==> src/rtl/pri_decoder_pipe_if.sv <==
// Handshake bundle for the priority-decoder receive link: code-word input side
// and decoded one-hot output side, each with its own valid/ready pair.
interface pri_decoder_pipe_if #(
  parameter int N_SEL = 2,
  parameter int OUT_W = 4
);
  logic             in_valid;
  logic             in_ready;
  logic             in_v;
  logic [N_SEL-1:0] in_y;
  logic             out_valid;
  logic             out_ready;
  logic [OUT_W-1:0] out_onehot;
  logic             out_none;

  // Master is the environment: it sources code words and sinks decoded words.
  modport master (
    output in_valid,
    output in_v,
    output in_y,
    output out_ready,
    input  in_ready,
    input  out_valid,
    input  out_onehot,
    input  out_none
  );

  modport slave (
    input  in_valid,
    input  in_v,
    input  in_y,
    input  out_ready,
    output in_ready,
    output out_valid,
    output out_onehot,
    output out_none
  );
endinterface

==> src/rtl/pri_decoder_pipe.sv <==
// Decodes {v, y} priority-encoder words into a one-hot vector through a 2-entry
// skid buffer with registered in_ready, plus saturating per-line hit counters.
module pri_decoder_pipe #(
  parameter int N_SEL = 2,
  parameter int OUT_W = 4,
  parameter int CNT_W = 8
) (
  input  logic             clk,
  input  logic             rst_n,
  pri_decoder_pipe_if.slave bus,
  input  logic [N_SEL-1:0] cnt_sel,
  input  logic             cnt_clr,
  output logic [CNT_W-1:0] cnt_q
);

  typedef enum logic [1:0] {
    S_EMPTY = 2'd0,
    S_ONE   = 2'd1,
    S_TWO   = 2'd2
  } state_t;

  localparam logic [CNT_W-1:0] CNT_MAX = '1;

  state_t           state_q, state_d;
  logic [OUT_W:0]   head_q, head_d;
  logic [OUT_W:0]   tail_q, tail_d;
  logic             in_ready_q, in_ready_d;
  logic [CNT_W-1:0] hits_q [OUT_W];
  logic [CNT_W-1:0] hits_d [OUT_W];

  logic             push;
  logic             pop;
  logic [OUT_W-1:0] dec_onehot;
  logic [OUT_W:0]   dec_entry;

  assign push = bus.in_valid & in_ready_q;
  assign pop  = (state_q != S_EMPTY) & bus.out_ready;

  // Entry layout is {none, onehot}; decoding happens once, at push time.
  assign dec_onehot = bus.in_v ? (OUT_W'(1) << bus.in_y) : '0;
  assign dec_entry  = {~bus.in_v, dec_onehot};

  always_comb begin
    state_d = state_q;
    head_d  = head_q;
    tail_d  = tail_q;
    unique case (state_q)
      S_EMPTY: begin
        if (push) begin
          head_d  = dec_entry;
          state_d = S_ONE;
        end
      end
      S_ONE: begin
        if (push && pop) begin
          head_d = dec_entry;
        end else if (push) begin
          tail_d  = dec_entry;
          state_d = S_TWO;
        end else if (pop) begin
          state_d = S_EMPTY;
        end
      end
      S_TWO: begin
        if (pop) begin
          head_d  = tail_q;
          state_d = S_ONE;
        end
      end
      default: begin
        state_d = S_EMPTY;
      end
    endcase
    // Registered ready tracks the occupancy we are about to enter.
    in_ready_d = (state_d != S_TWO);
  end

  always_comb begin
    for (int i = 0; i < OUT_W; i++) begin
      hits_d[i] = hits_q[i];
      if (cnt_clr) begin
        hits_d[i] = '0;
      end else if (pop && !head_q[OUT_W] && head_q[i] && (hits_q[i] != CNT_MAX)) begin
        hits_d[i] = hits_q[i] + CNT_W'(1);
      end
    end
  end

  always_ff @(posedge clk or negedge rst_n) begin
    if (!rst_n) begin
      state_q    <= S_EMPTY;
      head_q     <= '0;
      tail_q     <= '0;
      in_ready_q <= 1'b1;
      hits_q     <= '{default: '0};
    end else begin
      state_q    <= state_d;
      head_q     <= head_d;
      tail_q     <= tail_d;
      in_ready_q <= in_ready_d;
      hits_q     <= hits_d;
    end
  end

  assign bus.in_ready   = in_ready_q;
  assign bus.out_valid  = (state_q != S_EMPTY);
  assign bus.out_onehot = head_q[OUT_W-1:0];
  assign bus.out_none   = head_q[OUT_W];
  assign cnt_q          = hits_q[cnt_sel];

endmodule

==> src/flat_wrapper.sv <==
// flat-port wrapper written by rule: the top's interface ports become plain ports
module pri_decoder_pipe_flat 
#(
  parameter int N_SEL = 2,
  parameter int OUT_W = 4,
  parameter int CNT_W = 8
)
  (clk, rst_n, cnt_sel, cnt_clr, cnt_q, bus_in_valid, bus_in_v, bus_in_y, bus_out_ready, bus_in_ready, bus_out_valid, bus_out_onehot, bus_out_none);
  pri_decoder_pipe_if #(.N_SEL(N_SEL), .OUT_W(OUT_W)) bus_i ();
  input  logic clk;
  input  logic rst_n;
  input  logic [N_SEL-1:0] cnt_sel;
  input  logic cnt_clr;
  output logic [CNT_W-1:0] cnt_q;
  input wire logic [$bits(bus_i.in_valid)-1:0] bus_in_valid;
  input wire logic [$bits(bus_i.in_v)-1:0] bus_in_v;
  input wire logic [$bits(bus_i.in_y)-1:0] bus_in_y;
  input wire logic [$bits(bus_i.out_ready)-1:0] bus_out_ready;
  output wire logic [$bits(bus_i.in_ready)-1:0] bus_in_ready;
  output wire logic [$bits(bus_i.out_valid)-1:0] bus_out_valid;
  output wire logic [$bits(bus_i.out_onehot)-1:0] bus_out_onehot;
  output wire logic [$bits(bus_i.out_none)-1:0] bus_out_none;
  assign bus_i.in_valid = bus_in_valid;
  assign bus_i.in_v = bus_in_v;
  assign bus_i.in_y = bus_in_y;
  assign bus_i.out_ready = bus_out_ready;
  assign bus_in_ready = bus_i.in_ready;
  assign bus_out_valid = bus_i.out_valid;
  assign bus_out_onehot = bus_i.out_onehot;
  assign bus_out_none = bus_i.out_none;
  pri_decoder_pipe #(.N_SEL(N_SEL), .OUT_W(OUT_W), .CNT_W(CNT_W)) u_core (.clk(clk), .rst_n(rst_n), .bus(bus_i), .cnt_sel(cnt_sel), .cnt_clr(cnt_clr), .cnt_q(cnt_q));
endmodule
==> config.mk <==
export PLATFORM = sky130hd
export DESIGN_NAME = pri_decoder_pipe_flat
export DESIGN_NICKNAME = d
export VERILOG_FILES = /design/src/rtl/pri_decoder_pipe_if.sv /design/src/rtl/pri_decoder_pipe.sv /design/src/flat_wrapper.sv
export SDC_FILE = /design/constraint.sdc
export NUM_CORES = 1
export LEC_CHECK = 0
export ABC_AREA = 0
export BUFFER_PORTS_ARGS = -buffer_cell sky130_fd_sc_hd__buf_4
export CORE_MARGIN = 4
export CORE_UTILIZATION = 30
export DETAILED_ROUTE_END_ITERATION = 8
export HOLD_SLACK_MARGIN = 0.12
export PLACE_DENSITY_LB_ADDON = 0.2
export SYNTH_ARGS = -nofsm -noshare
export SYNTH_HDL_FRONTEND = slang
export SYNTH_SLANG_ARGS = --single-unit
export TNS_END_PERCENT = 30
==> constraint.sdc <==
create_clock -name clk -period 1.83 [get_ports clk]
set_input_delay 0.366 -clock clk [delete_from_list [all_inputs] [get_ports clk]]
set_output_delay 0.366 -clock clk [all_outputs]
set_load 0.05 [all_outputs]
==> reports/summary.txt, run 1 <==
result of the run - complete, no violations
per-instance average area after synthesis - 10.4 sq um
worst hold slack after final layout - 298 ps
number of vias in the routed layout - 2,162
worst hold path depth - 2
Netlist cell types - 41
Worst Path Required - 1460 ps
top-area cell type share of the netlist area - 0.419
wire length of the first global-routing pass - 11.1 mm
WL per Instance - 16.4 microns
number of antenna violations at the first check in global routing - 0
crit path DAT - 1460 ps
clock latency of the later-clocked register in the worst-skew pair - 290 ps
count of H-tree levels built during CTS - 2
library cell with the largest summed area after synthesis - sky130_fd_sc_hd__dfrtp_1
post-layout minimum cycle time - 1820 ps
Clock Skew - 6.80 ps
First-pass DRT Iterations - 4
Nets - 304
class of the tightest hold or removal check - in -> reg
ordered cell list for the critical path - buf_6 > mux4_2 > buf_8
worst max-slew margin expressed relative to the limit - 0.597
portion of the post-synthesis area used by sequential elements - 0.429
crit-path leading delay family - multiplexers
final number of max-transition violations - 0
maximum clock insertion buffer count - 2
logic depth of the worst setup path including buffers - 3
max-cap check violation count - 0
register share of total power - 0.470
Yosys Warn Count - 0
number of global-route vias before repair - 2,172
total DRC errors in the routed layout - 0
count of final hold-check violations - 0
relative area change from synthesis to final layout - 21.4%
number of failing setup endpoints in the final timing report - 0
top area cells in the synthesized netlist - sky130_fd_sc_hd__dfrtp_1, sky130_fd_sc_hd__mux4_2, sky130_fd_sc_hd__mux2_2
Num CTS Buffers - 5
fraction of the core area covered by cells at the end of the flow - 0.380
Die Y-Extent - 102 microns
CTS tree - built
Die X - 102 microns
drt total wl - 6.48 mm
Net Switching - 872 uW
largest net degree at the start of global routing - 46
master cell of the clock root buffer - sky130_fd_sc_hd__clkbuf_8
Synthesized Nets - 266
worst setup path class - reg -> out
post-synthesis sequential element count - 45
share of final-layout standard cells stronger than drive strength 1 - 0.333
most frequent cell after synthesis - sky130_fd_sc_hd__dfrtp_1
number of instances in the synthesized netlist - 252
core area - 8380 sq um
Post-DP HPWL - 4.70 mm
cell types with the highest counts after synthesis - sky130_fd_sc_hd__dfrtp_1, sky130_fd_sc_hd__a21oi_1, sky130_fd_sc_hd__nand2_1, sky130_fd_sc_hd__nand3_1
crit-path max cell delay - 470 ps
All-Layer GR Usage - 0.136
post-synthesis instance area - 2630 sq um
R2R depth - 6
leakage dissipation - 1.26 nW
part of the power in combinational logic - 0.294
CP Max Fanout - 2
Peak VDD IR - 0.566 mV
clock power share - 0.236
post-synthesis async set-or-reset flop share - 1.00
switching part of the total power - 0.345
Int Pwr - 1.66 mW
Max Clock Freq - 0.549 GHz
total number of placement rows - 33
TritonCTS sink count - 45
least setup slack across all paths after layout - 8.65 ps
RSZ-0062 raised after global routing - true
total non-filler cell area in the finished layout - 3190 sq um
residual overflow from global routing - 0
Ant. Diodes - 0
Clk pin slew, worst setup/hold paths - 80 ps
most instantiated flip-flop cell in the synthesis netlist - sky130_fd_sc_hd__dfrtp_1
type of element launching the critical path - register
Iteration-0 DRC Markers - 102
pre-CTS setup slack - 24.5 ps
standard cell with the maximum stage delay on the critical path - sky130_fd_sc_hd__mux4_2
fin crit share - 0.995
EDFF count, synth - 0
count of input and output buffers - 24
last weighted congestion value of the routability-driven placer - 0.723
overall die area - 10,300 sq um
total placed instance area - 3000 sq um
nature of the critical path endpoint - output pin
total power divided by cell area - 793 nW/um^2
slew at the pin with the worst max-slew slack - 604 ps
initial cell density of the core - 0.313
antenna viol nets, final - 0
number of ports placed on the die boundary - 25
Buffers & Inverters on Critical Path - 2
ratio of routed vias to standard cells - 5.46
[per-stage QoR]
step           TNS [ps]  power (mW)  std cells
6_report              0        2.53        396
5_1_grt            -106        2.69        396
4_1_cts           -12.4        2.56        396
3_5_place_dp          0        1.94        384
3_3_place_gp          0        1.93        384
2_1_floorplan         0        1.71        252
[final cells by class]
cell class	instances	area, sq um
clock buffer	8	80.1
tap	105	131
timing repair buffer	43	379
inverter	6	22.5
fill	851	5200
sequential	45	1140
multi-input combinational	189	1430
[cell families (layout without fill, tap and decap cells)]
family	count (synthesis)	count (layout)	share of synthesized area
AOI/OAI and AO/OA	69	69	0.166
adders and majority gates	4	4	0.0191
buffers and inverters	18	57	0.0324
DFF	45	45	0.429
muxes	24	24	0.136
and+or+nand+nor	92	92	0.217
[worst reg2reg max path, stage by stage, from the launching register on]
cell and delay, ps:
sky130_fd_sc_hd__dfrtp_1 390, sky130_fd_sc_hd__buf_4 130, sky130_fd_sc_hd__ha_1 190, sky130_fd_sc_hd__inv_1 130
sky130_fd_sc_hd__nor3b_4 90, sky130_fd_sc_hd__nor4_1 310, sky130_fd_sc_hd__mux2_2 370
[power by group through the flow]
| stage | Clock, mW | Combinational [mW] | Sequential (mW) |
|---|---|---|---|
| global route | 0.676 | 0.808 | 1.20 |
| floorplan | 0 | 0.381 | 1.33 |
| detailed placement | 0 | 0.740 | 1.20 |
| global placement | 0 | 0.733 | 1.20 |
| finish | 0.597 | 0.744 | 1.19 |
| CTS | 0.628 | 0.747 | 1.19 |
[repair_timing]
action	in CTS	in global routing
pin swaps	0	0
endpoints found under the setup margin	4	21
buffers inserted	5	0
hold buffers	1	0
resized for setup	12	18
hold endpoints to repair	44	0
[metal layers]
metal,part of all wire,up-vias,global-route usage
li1,-,1067,-
met1,0.50,1063,0.186
met2,0.46,30,0.218
met3,0.036,2,0.0324
met4,0.0053,0,0.0307
met5,0,-,0
[registers in the layout (all words and copies together) (netlist names)]
| signal | count |
|---|---|
| u_core.hits_q | 32 |
| u_core.head_q | 5 |
| u_core.tail_q | 5 |
| u_core.state_q | 2 |
| u_core.bus.in_ready | 1 |
[placed cells by master (no fill, tap or decap), types with 2 or more instances in the layout]
cell	instances
sky130_fd_sc_hd__mux4_2	8
sky130_fd_sc_hd__or4_1	10
sky130_fd_sc_hd__inv_1	6
sky130_fd_sc_hd__clkbuf_1	3
sky130_fd_sc_hd__mux2i_1	3
sky130_fd_sc_hd__dfrtp_1	30
sky130_fd_sc_hd__o41ai_1	8
sky130_fd_sc_hd__or3b_2	3
sky130_fd_sc_hd__mux2_2	13
sky130_fd_sc_hd__buf_8	2
sky130_fd_sc_hd__dfrtp_2	14
sky130_fd_sc_hd__and2_1	2
sky130_fd_sc_hd__buf_4	32
sky130_fd_sc_hd__o311ai_0	6
sky130_fd_sc_hd__ha_1	3
sky130_fd_sc_hd__o21ai_0	13
sky130_fd_sc_hd__nand3_1	14
sky130_fd_sc_hd__a21oi_1	27
sky130_fd_sc_hd__nand2b_1	2
sky130_fd_sc_hd__o31ai_1	11
sky130_fd_sc_hd__or3_1	8
sky130_fd_sc_hd__or2_2	2
sky130_fd_sc_hd__nor2_1	11
sky130_fd_sc_hd__nand4_1	7
sky130_fd_sc_hd__clkbuf_8	5
sky130_fd_sc_hd__nor2b_1	2
sky130_fd_sc_hd__and3_1	3
sky130_fd_sc_hd__buf_6	7
sky130_fd_sc_hd__nand2_1	14
sky130_fd_sc_hd__nand3_4	3
[worst paths after layout]
| kind | from | to | slack (ps) |
|---|---|---|---|
| worst max-delay path | u_core.hits_q[25] | cnt_q[1] | 9 |
| worst min-delay path | bus_in_v | u_core.tail_q[4] | 300 |
| worst max register to register | u_core.hits_q[25] | u_core.hits_q[31] | 120 |
| worst min register to register | u_core.tail_q[1] | u_core.tail_q[1] | 510 |
| max in group asynchronous | rst_n | u_core.head_q[4] | 770 |
| min in group asynchronous | rst_n | u_core.hits_q[28] | 630 |
No activity file was read; power rests on OpenSTA's default activity.
==> run 2, diff against run 1 <==
==> constraint.sdc (replaced) <==
create_clock -name clk -period 1.7 [get_ports clk]
set_input_delay 0.34 -clock clk [delete_from_list [all_inputs] [get_ports clk]]
set_output_delay 0.34 -clock clk [all_outputs]
set_load 0.05 [all_outputs]
==> run 2 against run 1 <==
  * The run now ends with negative setup slack left
  * First-iteration DRC count down 0.98%
  * Design area up 11%
  * Sequential cell count unchanged
  * Clock skew up 8.1 ps
  * Non-clock buffer count up 29
  * Register-to-register slack worse by 80 ps
  * Global-route usage up 0.17 points
  * Sequential share of layout area down 3.7 points
  * Count of clock-buffer cells in the layout unchanged
  * Wire length up 6.1%
  * Via count up 6.0%
  * Largest power group unchanged
  * Highest routed layer unchanged
==> reports/summary.txt, run 2 (synthesis results as in run 1) <==
most common cell after layout, fill and taps aside - sky130_fd_sc_hd__buf_4
number of failing setup endpoints in the final timing report - 8
violations in the final reports - negative setup slack
worst hold path depth - 2
Iteration-0 DRC Markers - 101
number of antenna violations at the first check in global routing - 0
total number of placement rows - 33
final non-filler cell total - 425
Reg with most FFs - u_core.hits_q
R2R depth - 6
Die Y-Extent - 102 microns
number of global-route vias before repair - 2,236
ratio of routed vias to standard cells - 5.39
most frequent cells in the layout - sky130_fd_sc_hd__buf_4, sky130_fd_sc_hd__dfrtp_1, sky130_fd_sc_hd__a21oi_1
CTS tree - built
placed cell count - 395
antenna viol nets, final - 0
count of input and output buffers - 24
TritonCTS sink count - 45
nature of the critical path endpoint - output pin
First-pass DRT Iterations - 4
core area - 8380 sq um
switching part of the total power - 0.345
Nets - 333
total area of multi-input combinational cells - 1490 sq um
clock power share - 0.249
drt total wl - 6.87 mm
result of the run - complete, but fails checks
worst hold slack after final layout - 235 ps
post-layout minimum cycle time - 1830 ps
type of element launching the critical path - register
CP Max Fanout - 5
Num CTS Buffers - 5
count of H-tree levels built during CTS - 2
count of final hold-check violations - 0
Max Clock Freq - 0.546 GHz
slew at the pin with the worst max-slew slack - 415 ps
leakage dissipation - 1.44 nW
All-Layer GR Usage - 0.137
number of flip-flops under the largest register name - 32
Clock Skew - 14.9 ps
register share of total power - 0.445
Filler Cell Count - 823
Ant. Diodes - 0
master cell of the clock root buffer - sky130_fd_sc_hd__clkbuf_8
last weighted congestion value of the routability-driven placer - 0.763
crit path DAT - 1490 ps
Sequential cell area - 1140 sq um
Net Switching - 981 uW
final number of max-transition violations - 0
number of ports placed on the die boundary - 25
Worst Path Required - 1360 ps
total power divided by cell area - 807 nW/um^2
fraction of the core area covered by cells at the end of the flow - 0.420
share of final-layout standard cells stronger than drive strength 1 - 0.406
RSZ-0062 raised after global routing - true
Clk pin slew, worst setup/hold paths - 90 ps
least setup slack across all paths after layout - -132 ps
Int Pwr - 1.86 mW
wire length of the first global-routing pass - 11.1 mm
worst max-slew margin expressed relative to the limit - 0.723
number of vias in the routed layout - 2,291
Die X - 102 microns
Top Registers - u_core.hits_q: 32 flops, u_core.head_q: 5 flops, u_core.tail_q: 5 flops
max-cap check violation count - 0
residual overflow from global routing - 0
Post-DP HPWL - 4.83 mm
fin crit share - 1.08
WL per Instance - 16.2 microns
Peak VDD IR - 0.802 mV
worst setup path class - reg -> out
clock latency of the later-clocked register in the worst-skew pair - 300 ps
initial cell density of the core - 0.313
overall die area - 10,300 sq um
maximum clock insertion buffer count - 2
pre-CTS setup slack - 40.3 ps
total DRC errors in the routed layout - 0
part of the power in combinational logic - 0.307
relative area change from synthesis to final layout - 34.2%
class of the tightest hold or removal check - in -> reg
largest net degree at the start of global routing - 27
## run 2: layer usage
metal / part of all wire / global-route usage
met5: 0 / 0
met3: 0.040 / 0.0269
met2: 0.48 / 0.223
met1: 0.47 / 0.189
met4: 0.011 / 0.0337
## run 2: critical path, cell delays in order, from the launching register on
cell,delay [ps]
sky130_fd_sc_hd__dfrtp_1,410
sky130_fd_sc_hd__buf_6,130
sky130_fd_sc_hd__mux4_2,470
sky130_fd_sc_hd__buf_8,170
## run 2: layout make-up
type,count,area share
clock buffer,8,0.0256
inverter,6,0.00710
multi-input combinational,189,0.423
sequential,45,0.323
tap,105,0.0373
timing repair buffer,72,0.185
## run 2: stage by stage
| stage | setup TNS, ps | total power, mW | instance area (sq um) |
|---|---|---|---|
| after floorplan | 0 | 1.84 | 2640 |
| after global placement | 0 | 2.12 | 3110 |
| after detailed placement | 0 | 2.12 | 3110 |
| after CTS | -829 | 2.87 | 3350 |
| after global routing | -1330 | 3.00 | 3520 |
| final | -733 | 2.84 | 3520 |
## run 2: worst paths after layout
kind / start / to / slack [ps]
setup / recovery: u_core.hits_q[24] / cnt_q[0] / -130
hold / removal: bus_out_ready / u_core.state_q[1] / 240
setup reg to reg: u_core.hits_q[9] / u_core.hits_q[13] / 40
hold reg to reg: u_core.tail_q[1] / u_core.tail_q[1] / 510
max in group asynchronous: rst_n / u_core.bus.in_ready / 730
min in group asynchronous: rst_n / u_core.hits_q[31] / 460
## run 2: what timing repair did
action                     4_1_cts  5_1_grt
setup endpoints to repair        9       27
setup buffers                    9       14
hold endpoints to repair        19        0
pin swaps                        0        3
hold buffers                     1        0
resized for setup               21       25
## run 2: power by group through the flow
stage          Sequential, mW  Clock [mW]  Combinational (mW)
2_1_floorplan            1.43           0               0.411
3_3_place_gp             1.28           0               0.837
3_5_place_dp             1.28           0               0.842
4_1_cts                  1.26       0.740               0.864
5_1_grt                  1.28       0.781               0.940
6_report                 1.26       0.706               0.871
